## config.mk

```make
export PLATFORM = sky130hd
export DESIGN_NAME = player_missile_ctrl
export DESIGN_NICKNAME = d
export VERILOG_FILES = /design/src/rtl/player_missile_ctrl_pkg.sv /design/src/rtl/player_missile_ctrl_missile_slot.sv /design/src/rtl/player_missile_ctrl.sv
export SDC_FILE = /design/constraint.sdc
export NUM_CORES = 1
export LEC_CHECK = 0
export CAP_MARGIN = 40
export CORE_UTILIZATION = 53
export DETAILED_ROUTE_END_ITERATION = 10
export PLACE_DENSITY = 0.86
export SYNTH_ARGS = -nofsm -noshare
export SYNTH_HDL_FRONTEND = slang
export SYNTH_SLANG_ARGS = --single-unit
```

## constraint.sdc

```tcl
create_clock -name frame_clk -period 7.82 [get_ports frame_clk]
set_clock_uncertainty 0.2 [all_clocks]
set_input_delay 2.346 -clock frame_clk [delete_from_list [all_inputs] [get_ports frame_clk]]
set_output_delay 2.346 -clock frame_clk [all_outputs]
set_load 0.01 [all_outputs]
```

## src/rtl/player_missile_ctrl_pkg.sv

```systemverilog
// Shared defaults and slot-state encoding for the player missile controller.
package player_missile_ctrl_pkg;

  localparam int unsigned PM_NUM_MISSILES = 4;
  localparam int unsigned PM_MISSILE_STEP = 4;
  localparam int unsigned PM_COOLDOWN     = 8;
  localparam int unsigned PM_SPAWN_OFFSET = 6;
  localparam int unsigned COORD_W         = 10;
  localparam int unsigned SHOTS_W         = 8;

  typedef enum logic {
    IDLE   = 1'b0,
    FLYING = 1'b1
  } slot_state_e;

endpackage

```

## src/rtl/player_missile_ctrl_missile_slot.sv

```systemverilog
// One missile slot: spawns on request, climbs MISSILE_STEP per frame, frees on hit or top exit.
module missile_slot
  import player_missile_ctrl_pkg::*;
#(
  parameter int unsigned MISSILE_STEP = PM_MISSILE_STEP
) (
  input  logic               frame_clk,
  input  logic               Reset,
  input  logic               spawn,
  input  logic               hit,
  input  logic [COORD_W-1:0] spawn_x,
  input  logic [COORD_W-1:0] spawn_y,
  output logic [COORD_W-1:0] missile_x,
  output logic [COORD_W-1:0] missile_y,
  output logic               active
);

  localparam logic [COORD_W-1:0] STEP = COORD_W'(MISSILE_STEP);

  slot_state_e        state_q, state_d;
  logic [COORD_W-1:0] x_q, x_d;
  logic [COORD_W-1:0] y_q, y_d;

  always_ff @(posedge frame_clk or posedge Reset) begin
    if (Reset) begin
      state_q <= IDLE;
      x_q     <= '0;
      y_q     <= '0;
    end else begin
      state_q <= state_d;
      x_q     <= x_d;
      y_q     <= y_d;
    end
  end

  // Hit beats move; a slot about to underflow leaves through the top edge instead.
  always_comb begin
    state_d = state_q;
    x_d     = x_q;
    y_d     = y_q;
    case (state_q)
      IDLE: begin
        if (spawn) begin
          state_d = FLYING;
          x_d     = spawn_x;
          y_d     = spawn_y;
        end
      end
      FLYING: begin
        if (hit || (y_q < STEP)) begin
          state_d = IDLE;
        end else begin
          y_d = y_q - STEP;
        end
      end
      default: state_d = IDLE;
    endcase
  end

  assign missile_x = x_q;
  assign missile_y = y_q;
  assign active    = (state_q == FLYING);

endmodule

```

## src/rtl/player_missile_ctrl.sv

```systemverilog
// Player missile controller: fire edge detect, cooldown, lowest-free-slot arbitration, shot counter.
module player_missile_ctrl
  import player_missile_ctrl_pkg::*;
#(
  parameter int unsigned NUM_MISSILES = PM_NUM_MISSILES,
  parameter int unsigned MISSILE_STEP = PM_MISSILE_STEP,
  parameter int unsigned COOLDOWN     = PM_COOLDOWN,
  parameter int unsigned SPAWN_OFFSET = PM_SPAWN_OFFSET
) (
  input  logic                              frame_clk,
  input  logic                              Reset,
  input  logic                              player_shoot,
  input  logic [COORD_W-1:0]                PlayerX,
  input  logic [COORD_W-1:0]                PlayerY,
  input  logic [NUM_MISSILES-1:0]           hit,
  output logic [NUM_MISSILES*COORD_W-1:0]   MissileX,
  output logic [NUM_MISSILES*COORD_W-1:0]   MissileY,
  output logic [NUM_MISSILES-1:0]           missile_active,
  output logic [SHOTS_W-1:0]                shots_fired
);

  localparam int unsigned       CD_W    = (COOLDOWN > 1) ? $clog2(COOLDOWN) : 1;
  localparam logic [CD_W-1:0]   CD_LOAD = (COOLDOWN > 0) ? CD_W'(COOLDOWN - 1) : '0;

  logic                    shoot_prev_q, shoot_prev_d;
  logic                    armed_q, armed_d;
  logic [CD_W-1:0]         cooldown_q, cooldown_d;
  logic [SHOTS_W-1:0]      shots_fired_q, shots_fired_d;
  logic                    shoot_rise;
  logic                    accept;
  logic                    found;
  logic [NUM_MISSILES-1:0] spawn;
  logic [COORD_W-1:0]      spawn_y;

  always_ff @(posedge frame_clk or posedge Reset) begin
    if (Reset) begin
      shoot_prev_q  <= 1'b0;
      armed_q       <= 1'b0;
      cooldown_q    <= '0;
      shots_fired_q <= '0;
    end else begin
      shoot_prev_q  <= shoot_prev_d;
      armed_q       <= armed_d;
      cooldown_q    <= cooldown_d;
      shots_fired_q <= shots_fired_d;
    end
  end

  // armed_q records a released key since reset, so a key held through reset cannot fire.
  always_comb begin
    shoot_prev_d  = player_shoot;
    armed_d       = armed_q | ~player_shoot;
    shoot_rise    = player_shoot & ~shoot_prev_q & armed_q;
    accept        = shoot_rise && (cooldown_q == '0) && !(&missile_active);
    cooldown_d    = (cooldown_q != '0) ? cooldown_q - CD_W'(1) : '0;
    shots_fired_d = shots_fired_q;
    spawn         = '0;
    found         = 1'b0;
    if (accept) begin
      cooldown_d    = CD_LOAD;
      shots_fired_d = shots_fired_q + SHOTS_W'(1);
      for (int i = 0; i < int'(NUM_MISSILES); i++) begin
        if (!found && !missile_active[i]) begin
          spawn[i] = 1'b1;
          found    = 1'b1;
        end
      end
    end
  end

  assign spawn_y     = PlayerY - COORD_W'(SPAWN_OFFSET);
  assign shots_fired = shots_fired_q;

  for (genvar g = 0; g < int'(NUM_MISSILES); g++) begin : g_slot
    missile_slot #(
      .MISSILE_STEP(MISSILE_STEP)
    ) u_slot (
      .frame_clk(frame_clk),
      .Reset    (Reset),
      .spawn    (spawn[g]),
      .hit      (hit[g]),
      .spawn_x  (PlayerX),
      .spawn_y  (spawn_y),
      .missile_x(MissileX[g*COORD_W +: COORD_W]),
      .missile_y(MissileY[g*COORD_W +: COORD_W]),
      .active   (missile_active[g])
    );
  end

endmodule

```

* Yosys cells after proc, flatten, opt, wreduce, memory -nomap -nowiden
Cells that the tools add are included.
** Word-level totals
- Register bits after elaboration :: 97
- Bits of input ports :: 27
- Output and inout bits :: 92
- Logic and storage cells :: 107
** Operators by class
- Add/subtract/negate cells :: 7
- Magnitude comparators :: 4
- Eq/ne operators :: 8
- Mux-type cells :: 36
- Bitwise logic cells :: 9
- Reduce and logical (&&, ||, !) cells :: 27
** Operators with widths (count)
- 10-bit 2-to-1 mux :: 8
- 10-bit one-hot mux with 2 select lines :: 4
- 10-bit by 3-bit subtractor with 10-bit output (second input constant) :: 5
- 10-bit by 3-bit less-than comparator with 1-bit output (second input constant) :: 4
- 1-bit 2-to-1 mux :: 17
- 2-bit != test (second input constant) :: 8
- 2-bit AND reduction :: 8
- 8-bit by 1-bit adder with 8-bit output (second input constant) :: 1
- 1-bit one-hot mux with 2 select lines :: 4
- 1-bit zero test :: 7
- 3-bit 2-to-1 mux :: 2
- 1-bit NOT :: 6
- 1-bit logical AND :: 5
- 1-bit logical OR :: 4
- 4-bit 2-to-1 mux :: 1
- 4-bit AND reduction :: 1
- 3-bit zero test :: 1
- 3-bit nonzero test :: 1
- 3-bit by 1-bit subtractor with 3-bit output (second input constant) :: 1
- 1-bit AND :: 2
- 1-bit bitwise OR :: 1

* Depth between registers and ports, before layout
Gate-level depths: netlist of the first run.
- Depth in word-level cells :: 20
- Mapped depth :: 9
- Depth with buffers taken out :: 8

* By module
Synthesis of the first run repeated with hierarchy kept, for this count alone.
** Second synthesis, totals
- Cells, all modules :: 526
- Area total of the unflattened synthesis :: 4840.9 um2
** By module, submodules not included
- missile_slot :: times used 4, cells an instance 114, area each 1019.7 um2, seq. area each 525.5 um2
- player_missile_ctrl :: times used 1, cells an instance 70, area each 762.0 um2, seq. area each 325.3 um2

* Worst setup path after synthesis of the first run
OpenSTA, ideal clock, no wires.
- Path kind :: input-to-reg
- Start point :: in PlayerY[3]
- End point :: reg g_slot[3].u_slot.y_q[9]
- Setup time :: 132 ps
- Arrival time :: 3680 ps
- Path slack :: 3808 ps
- Cell stages on the path :: 5
- Path through :: or4_4 or4_4 xor2_2 o2bb2ai_1 a21oi_2
** Between the ends
- Longest elaborated chain between the ends :: 3
** RTL lines
- from (decl) :: line player_missile_ctrl.sv:14 : input logic [COORD_W-1:0] PlayerY,
- 10-bit by 3-bit subtractor with 10-bit output :: line player_missile_ctrl.sv:71 : assign spawn_y = PlayerY - COORD_W'(SPAWN_OFFSET);
- 10-bit 2-to-1 mux :: line player_missile_ctrl_missile_slot.sv:43 : if (spawn) begin
- 10-bit one-hot mux with 2 select lines :: line player_missile_ctrl_missile_slot.sv:41 : case (state_q)
- to (signal assigned) :: line player_missile_ctrl_missile_slot.sv:32 : y_q <= y_d;
- to (decl) :: line player_missile_ctrl_missile_slot.sv:22 : logic [COORD_W-1:0] y_q, y_d;
Every way passes these cells. The select of a mux whose other input is x is not followed.
A chain may end at the register's enable or synchronous reset.

* Worst setup path after layout of the first run
- Start point :: in player_shoot
- End point :: reg g_slot[3].u_slot.y_q[5]
** Between the ends
- Longest elaborated chain between the ends :: 7
** RTL lines
- from (decl) :: line player_missile_ctrl.sv:12 : input logic player_shoot,
- 1-bit AND (2 in a row) :: line player_missile_ctrl.sv:53 : shoot_rise = player_shoot & ~shoot_prev_q & armed_q;
- 1-bit logical AND (2 in a row) :: line player_missile_ctrl.sv:54 : accept = shoot_rise && (cooldown_q == '0) && !(&missile_active);
- 4-bit 2-to-1 mux :: line player_missile_ctrl.sv:59 : if (accept) begin
- 2-bit != test (no line)
- 2-bit AND reduction (no line)
Every way passes these cells.

==> results of run 1 <==
## final cells by class
| type | instances | area (µm²) |
|---|---|---|
| clock buffer | 9 | 123.9 |
| inverter | 17 | 65.06 |
| multi-input combinational | 311 | 2073 |
| timing repair buffer | 123 | 1242 |
| tap | 105 | 131.4 |
| sequential | 97 | 2427 |
| clock inverter | 7 | 95.09 |
| fill | 586 | 2223 |
## power breakdown
group / internal, µW / total (µW) / switching (µW) / leakage, µW
Combinational: 366 / 646 / 281 / 0.00128
Sequential: 633 / 774 / 141 / 0.00125
Clock: 159 / 360 / 201 / 0.000111
Total: 1160 / 1780 / 623 / 0.00264
## path summary, 6_finish.rpt
kind,start,to,slack [ns]
min in group asynchronous,Reset,shots_fired[2]$_DFFE_PP0P_,1.94
worst max-delay path,player_shoot,g_slot[3].u_slot.missile_y[5]$_DFFE_PP0P_,3.04
worst min register to register,shots_fired[7]$_DFFE_PP0P_,shots_fired[7]$_DFFE_PP0P_,0.28
max in group asynchronous,Reset,g_slot[3].u_slot.missile_x[4]$_DFFE_PP0P_,4.49
worst min-delay path,shots_fired[7]$_DFFE_PP0P_,shots_fired[7]$_DFFE_PP0P_,0.28
worst max register to register,g_slot[0].u_slot.active$_DFF_PP0_,g_slot[3].u_slot.missile_y[5]$_DFFE_PP0P_,4.55
## through the flow
stage          setup slack [ns]  area, µm²  instances  total power (µW)  util (%)
3_3_place_gp              2.764       5893        650              1384     70.31
4_1_cts                   3.031       6158        669              1786     73.47
2_1_floorplan             2.740       4669        445              1065         -
6_report                  3.036       6158        669              1780     73.47
3_5_place_dp              2.635       5939        653              1418     70.86
5_1_grt                   2.800       6158        669              1882     73.47
## worst register-to-register path, stage by stage (launching register included)
cell and delay [ns]:
dfrtp_1 0.87, nand2_1 0.36, nor4_4 0.83, nand2b_1 0.55, nand2_1 0.10, a22o_1 0.24
## per-layer routing
metal / GRT usage [%] / vias to the layer above / wire (µm)
met5: 0 / - / 0
li1: - / 1801 / -
met1: 37.30 / 1941 / 4965
met2: 48.33 / 173 / 5858
met4: 10.07 / 0 / 213
met3: 7.583 / 24 / 1002
## cells in the mapped netlist (all sizes together) (6+ instances only)
cell | instances | area, µm²
or4 | 7 | 60.06
mux2 | 34 | 382.9
nand3 | 14 | 70.07
xor2 | 8 | 77.58
nor2 | 18 | 67.56
nor3 | 7 | 40.04
o21ai | 23 | 115.1
a21oi | 33 | 168.9
o22ai | 6 | 37.54
inv | 17 | 63.81
dfrtp | 97 | 2427
mux2i | 8 | 80.08
xnor2 | 6 | 52.55
clkbuf | 11 | 45.05
nand2 | 68 | 255.2
nand2b | 10 | 62.56
ha | 8 | 100.1
buf | 9 | 60.05
nor4 | 6 | 73.82
## logic make-up (layout without fill, tap and decap cells)
kind of cell             after synthesis  count (layout)  synth area share [%]
adder cells (fa/ha/maj)                8               8                 2.144
XOR/XNOR                              14              14                 2.787
flip-flops                            97              97                 51.98
multiplexers                          42              42                 9.914
AO/OA/AOI/OAI                         93              93                 12.33
AND/OR/NAND/NOR                      154             154                 17.23
buffers and inverters                 37             156                 3.617
## flip-flops by register name, indices dropped and copies added (netlist names)
signal                   count
g_slot.u_slot.missile_x     40
g_slot.u_slot.missile_y     40
shots_fired                  8
g_slot.u_slot.active         4
cooldown_q                   3
armed_q                      1
shoot_prev_q                 1
==> impl_metrics.csv, run 1 <==
group,metric,value,unit
setup_path,critical_path.slowest_cell,"nor4_4",
synthesis,synth_warnings,0,
setup_path,critPathLaunchType,"primary input",
sta,drv_slew,0,
synthesis,synth_area_per_cell,10.49,µm²
sta,rsz0062_at_grt,"no",
route,drc,0,
power_and_ir_drop,leakage,0.002643,µW
sta,holdWs,0.2773,ns
setup_path,critPathArrivalTime,4.85,ns
setup_path,cp_top_family,"simple AND/OR/NAND/NOR gates",
setup_path,slowest_delay,0.85,ns
route,first_pass_iters,5,
sta,finalHoldViolCount,0,
route,wirelength,12040,µm
power_and_ir_drop,vdd_drop_max,0.0002517,V
route,first_iter_violations,227,
global_routing,grt_max_degree,51,
clock_network,cts_buffer_depth,2,
finish,final_common_cell,"clkdlybuf4s50_1",
clock_network,cts_sinks,97,
die,die_w,95.87,µm
finish,antennaDiodeCount,0,
synthesis,yosys.cell_types.count,57,
synthesis,synth_seq_cells,97,
clock_network,insertion_delay,0.38,ns
synthesis,postSynthCellCount,445,
finish,area.growth.synth_to_final,31.89,%
finish,nets,594,
sta,fmax,209.0,MHz
route,vias,3939,
job,drv_cap,0,
die,coreArea,8382,µm²
sta,fin_tns_setup,0,ns
setup_path,crit_fanout,16,
sta,setup_viol,0,
die,ios,119,
setup_path,crit_path_end_kind,"register",
clock_network,cts_tree,"done",
clock_network,ctsHoldBuffers,0,
clock_network,cts_setup_buffers,0,
global_routing,grt_use_total,29.21,%
hold_path,holdPathStages,1,
place,gp_congestion,0.8473,
global_routing,grt_pass1_wl,20000,µm
setup_path,cp_num_buf_inv,1,
setup_path,crit_chain,"clkdlybuf4s50_1 -> nand3b_2 -> nor4_4 -> nand2b_1 -> nand2_1 -> a22o_1",
synthesis,synth-main-ff-cell,"dfrtp_1",
die,die_h,95.87,µm
sta,min_period,4.784,ns
route,via_per_inst,5.888,
route,ant_nets,0,
clock_network,numCtsBuffers,9,
synthesis,async_flop_share,100.0,%
finish,drive_above_1_share,12.41,%
die,initial_utilization,55.71,%
die,rows,33,
clock_network,ctsResizeCount,0,
clock_network,clkTransAtPathRegs,0.10,ns
global_routing,antenna_found_initial,0,
clock_network,clk_root_buffer_cell,"clkbuf_8",
setup_path,r2r_cells,5,
global_routing,overflow,0,
place,dp_hpwl,8558,µm
sta,period_share,61.17,%
synthesis,synth_area,4669,µm²
synthesis,yosysSeqAreaShare,51.98,%
synthesis,synth_fp_nets,480,
setup_path,cp.required,7.89,ns
sta,slew_headroom,38.63,%
power_and_ir_drop,p_per_area,289.0,nW/µm²
hold_path,hold_class,"register to register",
clock_network,htreeDepth,3,
die,die_area,9190,µm²
route,wl_per_cell,18.00,µm
status,status,"completed",
global_routing,grt_pass1_vias,3980,
setup_path,crit_type,"primary input to register",
setup_path,worstSetupPathDepth,6,
place,io_buffers,118,
synthesis,synth-edff-count,0,
finish,final_cell_mix,"118 x clkdlybuf4s50_1, 97 x dfrtp_1, 68 x nand2_1",
sta,tightest_slew,0.9136,ns
(Power assumes the default switching activity.)
==> inputs of run 2 (changes only) <==
- CORE_UTILIZATION: 53 -> 49
- PLACE_DENSITY: 0.86 -> 0.8
- clock period: 7.82 -> 4.7 ns (I/O delays scaled with it)
==> run 2 against run 1 <==
Compared with the run above:
- worst setup slack worse by 1.8 ns
- sequential cell count is the same
- combinational power increased by 64%
==> impl_metrics.csv, run 2 (synthesis results as in run 1) <==
group,metric,value,unit
status,status,"completed",
sta,period_share,74.51,%
power_and_ir_drop,leakage,0.002637,µW
clock_network,numCtsBuffers,9,
finish,multi_input_comb_area,2073,µm²
finish,final_cell_mix,"118 x clkdlybuf4s50_1, 97 x dfrtp_1, 68 x nand2_1",
setup_path,crit_fanout,24,
clock_network,insertion_delay,0.37,ns
global_routing,grt_pass1_vias,3812,
setup_path,cp.required,3.09,ns
clock_network,clkTransAtPathRegs,0.10,ns
sta,rsz0062_at_grt,"no",
sta,finalHoldViolCount,0,
setup_path,crit_type,"register to output port",
setup_path,critPathArrivalTime,1.89,ns
sta,drv_slew,0,
sta,fmax,285.6,MHz
route,first_iter_violations,238,
global_routing,overflow,0,
route,drc,0,
die,die_h,99.62,µm
setup_path,critical_path.slowest_cell,"dfrtp_1",
sta,slew_headroom,47.62,%
finish,antennaDiodeCount,0,
sta,setup_viol,0,
clock_network,ctsHoldBuffers,0,
die,coreArea,9240,µm²
route,wirelength,11780,µm
hold_path,hold_class,"register to register",
die,initial_utilization,50.53,%
global_routing,grt_use_total,25.63,%
setup_path,cp_num_buf_inv,1,
route,ant_nets,0,
sta,fin_tns_setup,0,ns
global_routing,grt_max_degree,53,
route,first_pass_iters,4,
sta,tightest_slew,0.7848,ns
clock_network,htreeDepth,3,
power_and_ir_drop,vdd_drop_max,0.0002978,V
power_and_ir_drop,p_per_area,477.7,nW/µm²
finish,drive_above_1_share,12.41,%
finish,nFillCells,702,
setup_path,critPathLaunchType,"register",
die,rows,35,
die,ios,119,
die,die_area,9924,µm²
global_routing,antenna_found_initial,0,
die,die_w,99.62,µm
global_routing,grt_pass1_wl,19460,µm
sta,min_period,3.502,ns
setup_path,crit_path_end_kind,"output port",
clock_network,cts_setup_buffers,0,
finish,final_common_cell,"clkdlybuf4s50_1",
setup_path,crit_chain,"clkdlybuf4s50_1",
finish,area.growth.synth_to_final,32.45,%
place,gp_congestion,0.9151,
place,placedCellCount,677,
clock_network,clk_root_buffer_cell,"clkbuf_8",
finish,nets,594,
place,io_buffers,118,
route,via_per_inst,5.499,
setup_path,cp_top_family,"flip-flops",
finish,seqCellArea,2427,µm²
finish,instances_no_fill,693,
route,wl_per_cell,17.00,µm
place,dp_hpwl,8453,µm
clock_network,cts_buffer_depth,2,
clock_network,cts_tree,"done",
setup_path,slowest_delay,0.83,ns
clock_network,cts_sinks,97,
job,drv_cap,0,
route,vias,3811,
clock_network,ctsResizeCount,0,
## run 2: final timing paths
path	start	endpoint	slack, ns	cells past startpoint
max	g_slot[0].u_slot.active$_DFF_PP0_	missile_active[0]	1.20	1
min	shots_fired[7]$_DFFE_PP0P_	shots_fired[7]$_DFFE_PP0P_	0.28	1
max reg2reg	g_slot[0].u_slot.active$_DFF_PP0_	g_slot[3].u_slot.missile_y[5]$_DFFE_PP0P_	1.86	6
min reg2reg	shots_fired[7]$_DFFE_PP0P_	shots_fired[7]$_DFFE_PP0P_	0.28	1
max in group asynchronous	Reset	g_slot[2].u_slot.missile_x[1]$_DFFE_PP0P_	2.26	3
min in group asynchronous	Reset	g_slot[0].u_slot.missile_x[8]$_DFFE_PP0P_	1.28	2
## run 2: stage by stage
| step | area (µm²) | hold slack [ns] | total power (µW) | util, % | worst slack [ns] |
|---|---|---|---|---|---|
| final | 6185 | 0.2789 | 2954 | 66.93 | 1.198 |
| after global routing | 6185 | 0.3104 | 3130 | 66.93 | 1.074 |
| after CTS | 6185 | 0.2812 | 2966 | 66.93 | 1.183 |
| after detailed placement | 5958 | 0.2633 | 2356 | 64.48 | 0.8676 |
| after global placement | 5958 | 0.2585 | 2309 | 64.48 | 0.9245 |
| after floorplan | 4669 | 0.2468 | 1772 | - | 0.5563 |
## run 2: power by group
| group | internal (µW) | switching, µW |
|---|---|---|
| combinational | 605 | 459 |
| sequential | 1050 | 230 |
| clock | 315 | 293 |
| total | 1970 | 981 |
## run 2: routing by layer
| layer | vias up | share of wire (%) | GRT usage, % |
|---|---|---|---|
| met3 | 12 | 9.8 | 9.838 |
| met4 | 0 | 1.0 | 7.919 |
| met5 | - | 0 | 0 |
| met2 | 141 | 47 | 40.49 |
| li1 | 1804 | - | - |
| met1 | 1854 | 42 | 32.75 |
## run 2: cell type report
| cell class | count | area share, % |
|---|---|---|
| Sequential cell | 97 | 39.25 |
| Timing Repair Buffer | 123 | 19.91 |
| Clock inverter | 6 | 1.436 |
| Clock buffer | 10 | 2.225 |
| Inverter | 17 | 1.052 |
| Tap cell | 129 | 2.610 |
| Multi-Input combinational cell | 311 | 33.52 |
==> inputs of run 3 (changes only) <==
- clock period: 4.7 -> 3.6 ns (I/O delays scaled with it)
==> run 3 against run 2 <==
Compared with the run above:
- core utilization up 0.42 points
- sequential cell count unchanged
- final area grew 0.63%
- combinational power up 36%
- worst hold slack worse by 0.0034 ns
- via count increased by 1.6%
- power increased by 29%
- die area did not move
- critical path type unchanged
- critical endpoint is now missile_active[2]
- largest cell class unchanged
==> impl_metrics.csv, run 3 (synthesis results as in run 1) <==
group,metric,value,unit
status,status,"completed",
hold_path,hold_class,"register to register",
route,wl_per_cell,16.66,µm
route,drc,0,
clock_network,cts_setup_buffers,0,
finish,postLayoutCoreUtil,67.35,%
clock_network,clk_root_buffer_cell,"clkbuf_8",
clock_network,cts_tree,"done",
global_routing,grt_pass1_vias,3961,
sta,rsz0062_at_grt,"no",
finish,area.growth.synth_to_final,33.28,%
clock_network,cts_buffer_depth,2,
global_routing,overflow,0,
clock_network,insertion_delay,0.37,ns
clock_network,clkTransAtPathRegs,0.10,ns
die,die_area,9924,µm²
route,first_iter_violations,227,
die,ios,119,
clock_network,ctsResizeCount,0,
power_and_ir_drop,leakage,0.002661,µW
setup_path,critPathLaunchType,"register",
route,via_per_inst,5.538,
clock_network,numCtsBuffers,9,
route,wl_met2,5570,µm
setup_path,cp_top_family,"flip-flops",
setup_path,cp_num_buf_inv,1,
clock_network,htreeDepth,3,
sta,period_share,83.55,%
die,die_h,99.62,µm
route,dr_wl_met3,1055,µm
sta,setup_viol,0,
finish,instances_no_fill,699,
die,die_w,99.62,µm
sta,holdWs,0.2756,ns
place,placedCellCount,683,
power_and_ir_drop,vdd_drop_max,0.0003289,V
route,top_layer,"met4",
power_and_ir_drop,p_per_area,610.4,nW/µm²
setup_path,critical_path.slowest_cell,"dfrtp_1",
finish,finalInstanceArea,6223,µm²
sta,fin_tns_setup,0,ns
setup_path,critPathArrivalTime,1.73,ns
clock_network,ctsHoldBuffers,0,
sta,finalHoldViolCount,0,
die,coreArea,9240,µm²
finish,antennaDiodeCount,0,
route,drt-met1-wl,4774,µm
global_routing,antenna_found_initial,0,
setup_path,crit_path_end_kind,"output port",
setup_path,cp.required,2.32,ns
die,rows,35,
sta,tightest_slew,0.6433,ns
route,wirelength,11640,µm
setup_path,crit_fanout,15,
die,initial_utilization,50.53,%
global_routing,grt_pass1_wl,19260,µm
setup_path,crit_chain,"clkdlybuf4s50_1",
clock_network,cts_sinks,97,
global_routing,grt_use_total,24.97,%
place,io_buffers,118,
job,drv_cap,0,
route,first_pass_iters,5,
global_routing,grt_max_degree,57,
sta,min_period,3.008,ns
place,dpl_cell_area,6018,µm²
finish,final_common_cell,"clkdlybuf4s50_1",
sta,drv_slew,0,
place,gp_congestion,0.8572,
finish,drive_above_1_share,13.33,%
setup_path,slowest_delay,0.71,ns
setup_path,crit_type,"register to output port",
place,dp_hpwl,8476,µm
finish,nets,600,
sta,fmax,332.5,MHz
finish,final_cell_mix,"118 x clkdlybuf4s50_1, 97 x dfrtp_1, 68 x nand2_1",
sta,slew_headroom,57.02,%
route,vias,3871,
route,ant_nets,0,
==> run 3: cell types whose count changed in the layout (fill, tap and decap cells not counted), sizes merged <==
cell | before | now
buf | 5 | 11
bufinv | 2 | 0
clkinv | 2 | 3
clkbuf | 10 | 9
clkinvlp | 2 | 1
inv | 17 | 20
==> run 3: layer usage <==
layer	GRT usage, %	vias to the layer above
met4	9.615	0
met3	8.222	23
li1	-	1808
met2	40.76	161
met1	30.87	1879
met5	0	-
==> run 3: area by class of cell <==
| class | instances | area, µm² |
|---|---|---|
| clock inverter | 7 | 81.33 |
| fill | 714 | 3017 |
| timing repair buffer | 129 | 1289 |
| clock buffer | 9 | 123.9 |
| inverter | 17 | 67.56 |
| multi-input combinational | 311 | 2073 |
| tap | 129 | 161.4 |
| sequential | 97 | 2427 |
==> run 3: worst paths after layout <==
| check | from | endpoint | slack [ns] | cells after the start |
|---|---|---|---|---|
| worst max-delay path | g_slot[2].u_slot.active$_DFF_PP0_ | missile_active[2] | 0.59 | 1 |
| worst min-delay path | shots_fired[7]$_DFFE_PP0P_ | shots_fired[7]$_DFFE_PP0P_ | 0.28 | 1 |
| worst max register to register | g_slot[1].u_slot.missile_y[2]$_DFFE_PP0P_ | g_slot[1].u_slot.missile_y[7]$_DFFE_PP0P_ | 0.88 | 8 |
| worst min register to register | shots_fired[7]$_DFFE_PP0P_ | shots_fired[7]$_DFFE_PP0P_ | 0.28 | 1 |
| max in group asynchronous | Reset | g_slot[3].u_slot.missile_y[8]$_DFFE_PP0P_ | 1.59 | 3 |
| min in group asynchronous | Reset | g_slot[3].u_slot.missile_x[1]$_DFFE_PP0P_ | 0.92 | 2 |
==> run 3: report_power, final <==
group / switching, µW / internal, µW
logic: 641 / 803
registers: 264 / 1380
clock network: 438 / 279
total: 1340 / 2460
==> run 3: metrics by stage <==
step / setup slack (ns) / total power, µW
floorplan: 0.8539 / 2314
global placement: 0.2621 / 3039
detailed placement: 0.2085 / 3103
CTS: 0.5704 / 3826
global route: 0.5055 / 4033
finish: 0.5923 / 3799
==> variant 1: new RTL, flow settings as in run 3 <==
`PM_NUM_MISSILES`: 4 -> 5.
--- a/src/rtl/player_missile_ctrl_pkg.sv
+++ b/src/rtl/player_missile_ctrl_pkg.sv
@@ -1,7 +1,7 @@
 // Shared defaults and slot-state encoding for the player missile controller.
 package player_missile_ctrl_pkg;
 
-  localparam int unsigned PM_NUM_MISSILES = 4;
+  localparam int unsigned PM_NUM_MISSILES = 5;
   localparam int unsigned PM_MISSILE_STEP = 4;
   localparam int unsigned PM_COOLDOWN     = 8;
   localparam int unsigned PM_SPAWN_OFFSET = 6;
Interface: changed (resized MissileX, MissileY, hit and missile_active); port bits go from 119 to 141. No check against the original RTL was run, so the function may have changed too.
==> variant 1 against run 3 <==
Routed wire length is 38% higher. Total power increased by 39%. Design area is 28% higher. Worst setup slack got worse by 0.037 ns. Sequential power up 13%. Sequential cell count is 21 higher. Non-clock buffer count up 30. Hold slack worse by 0.011 ns. Area after synthesis increased by 21%. Largest power group is now the clock network.
==> variant 1: results <==
[layout]
fin_nets = 768
drive_above_1_share_pct = 12.9
instances_no_fill = 884

[route]
vias_per_cell = 5.79
drt_iter0_markers = 369
firstDrtPassIters = 6

[placed_design]
post-place-ws_ns = 0.196
dp_cells = 852
place_hpwl_um = 11100

[worst_hold_path]
hp-start = "g_slot[3].u_slot.missile_x[2]"
whs_endpoint = "g_slot[3].u_slot.missile_x[2]"

[sta]
max-slew-margin-rel_pct = 56.2
hold_ws_ns = 0.265

[outcome]
status = "complete, no violations"

[global_route]
grt_pass1_vias = 5125
track_usage_pct = 28.5

[clocking]
insertion_delay_ns = 0.41
cts_buffers = 17
htree_levels = 4
clkTransAtPathRegs_ns = 0.06

[worst_setup_path]
r2r-start = "g_slot[4].u_slot.missile_y[2]"
path_max_fanout = 17
regToRegSetupSlack_ns = 0.91
arrival_ns = 1.76

[pwr]
p_leak_nw = 3.57

[synthesis]
ys_seq_area_share_pct = 52.3
syn_area_per_cell_um2 = 9.78
synth.net_count = 615
yosysUniqueCellTypes = 64
## variant 1: worst max path at each step
stage	to	cells after the start	slack (ns)	startpoint
after global routing	g_slot[4].u_slot.missile_y[5]	7	0.48	PlayerY[1]
after CTS	missile_active[2]	1	0.56	g_slot[2].u_slot.active
after floorplan	armed_q	1	0.88	Reset
after global placement	g_slot[1].u_slot.missile_y[8]	6	0.28	PlayerY[5]
final	missile_active[2]	1	0.56	g_slot[2].u_slot.active
after detailed placement	g_slot[3].u_slot.missile_y[5]	6	0.20	player_shoot
## variant 1: layer usage
metal	part of all wire (%)	GRT usage, %	wire length [um]	vias up
met4	1.7	9.52	278	0
met1	39	33.9	6330	2525
met5	0	0	0	-
met3	11	11.6	1710	33
met2	48	46.8	7790	240
li1	-	-	-	2316
## variant 1: logic make-up (layout without fill, tap and decap cells)
family                   Yosys count  in the layout  share of synthesized area (%)
flip-flops                       118            118                           52.3
multiplexers                      32             32                           6.22
buffers and inverters             47            213                           3.59
AO/OA/AOI/OAI                    113            113                           12.8
XOR/XNOR                          14             14                           2.30
AND/OR/NAND/NOR                  245            245                           20.9
adder cells (fa/ha/maj)            9              9                           1.99
## variant 1: power by group
part           switching (mW)  internal [mW]  total (mW)
logic                   0.681          0.724        1.40
clock network           0.623           1.39        2.02
registers               0.269           1.59        1.86
## variant 1: cell type report
type	instances	area, um2
fill	818	3060
sequential	118	2950
multi-input combinational	413	2490
timing repair buffer	159	1560
clock buffer	18	439
clock inverter	14	269
tap	140	175
inverter	22	86.3
==> variant 2: new RTL, config.mk and constraints of run 3 <==
Made on the original files. `x_q` no longer has a reset.
--- a/src/rtl/player_missile_ctrl_missile_slot.sv
+++ b/src/rtl/player_missile_ctrl_missile_slot.sv
@@ -24,13 +24,15 @@
   always_ff @(posedge frame_clk or posedge Reset) begin
     if (Reset) begin
       state_q <= IDLE;
-      x_q     <= '0;
       y_q     <= '0;
     end else begin
       state_q <= state_d;
-      x_q     <= x_d;
       y_q     <= y_d;
     end
+  end
+
+  always_ff @(posedge frame_clk) begin
+    x_q <= x_d;
   end
 
   // Hit beats move; a slot about to underflow leaves through the top edge instead.
Formal check against the unedited RTL: differs if Reset is asserted again (counterexample within 4 cycles, from zero or initial values and one cycle with Reset high); with Reset held inactive, the same outputs for 10 cycles.
==> variant 2 against run 3 <==
Clock power shrank 7.8%. Count of clock-buffer cells in the layout is the same. Area after synthesis shrank 6.4%. Synthesized cell count shrank 17%. Design area shrank 5.4%. Maximum frequency shrank 1.7%. Sequential cell count is the same. Worst setup slack lost 0.053 ns. Routed wire length shrank 11%. Total power shrank 16%. Critical endpoint is now g_slot[0].u_slot.missile_y[6].
==> variant 2: results <==
[synthesis]
syn_area_per_cell_um2 = 11.8
synth.net_count = 405
synthAdderAreaFrac_pct = 2.29
ys_seq_area_share_pct = 60.1
async_flop_share_pct = 58.8
synth_compound_area_share_pct = 15.4
synth_edf_count = 40
ys_top_cells_by_area = "dfrtp_1 33%, edfxtp_1 27%, a21oi_1 3.2%"

[worst_setup_path]
worst_r2r_path_depth = 9
r2r-start = "cooldown_q[0]"
crit_start = "PlayerY[1]"
reg2reg_to = "g_slot[2].u_slot.missile_y[8]"

[pwr]
p_leak_nw = 2.26
powerSeq_mw = 1.55
ir_worst_vdd_v = 0.000310
clock_power_mw = 0.661
switchingPower_mw = 1.07

[route]
vias_per_cell = 5.77

[layout]
multi_input_area_um2 = 1570
fin_nets = 528
nFillCells = 664

[placed_design]
post-place-ws_ns = 0.243
gp_congestion = 0.897
dp_cells = 590
place_hpwl_um = 7620

[global_route]
grt_pass1_wl_um = 16300

[sta]
max-slew-margin-rel_pct = 50.1

[outcome]
status = "complete, no violations"
[variant 2: changes by cell type in the layout (fill, tap and decap cells not counted), moves of 7 or more]
cell | before | now
dfrtp_1 | 97 | 57
edfxtp_1 | 0 | 40
nand2_1 | 68 | 28
mux2_2 | 34 | 4
nand3_1 | 14 | 7
[variant 2: metrics by stage]
step	hold slack [ns]	util, %	instance area, um2
after floorplan	0.239	-	4370
after global placement	0.253	65.6	5700
after detailed placement	0.267	65.6	5700
after CTS	0.282	67.8	5890
after global routing	0.297	67.8	5890
final	0.283	67.8	5890
[variant 2: routing by layer]
layer  routed length [um]  global-route usage [%]  up-vias
li1                     -                       -     1608
met3                  791                    3.83       20
met5                    0                       0        -
met4                  212                    9.56        0
met2                 5230                    40.4      183
met1                 4170                    29.6     1683
[variant 2: critical path, stage by stage]
cell             delay (ns)
clkdlybuf4s50_1        0.54
a21oi_1                0.30
nor3b_1                0.26
xor2_1                 0.51
o21ai_0                0.18
a21oi_1                0.24
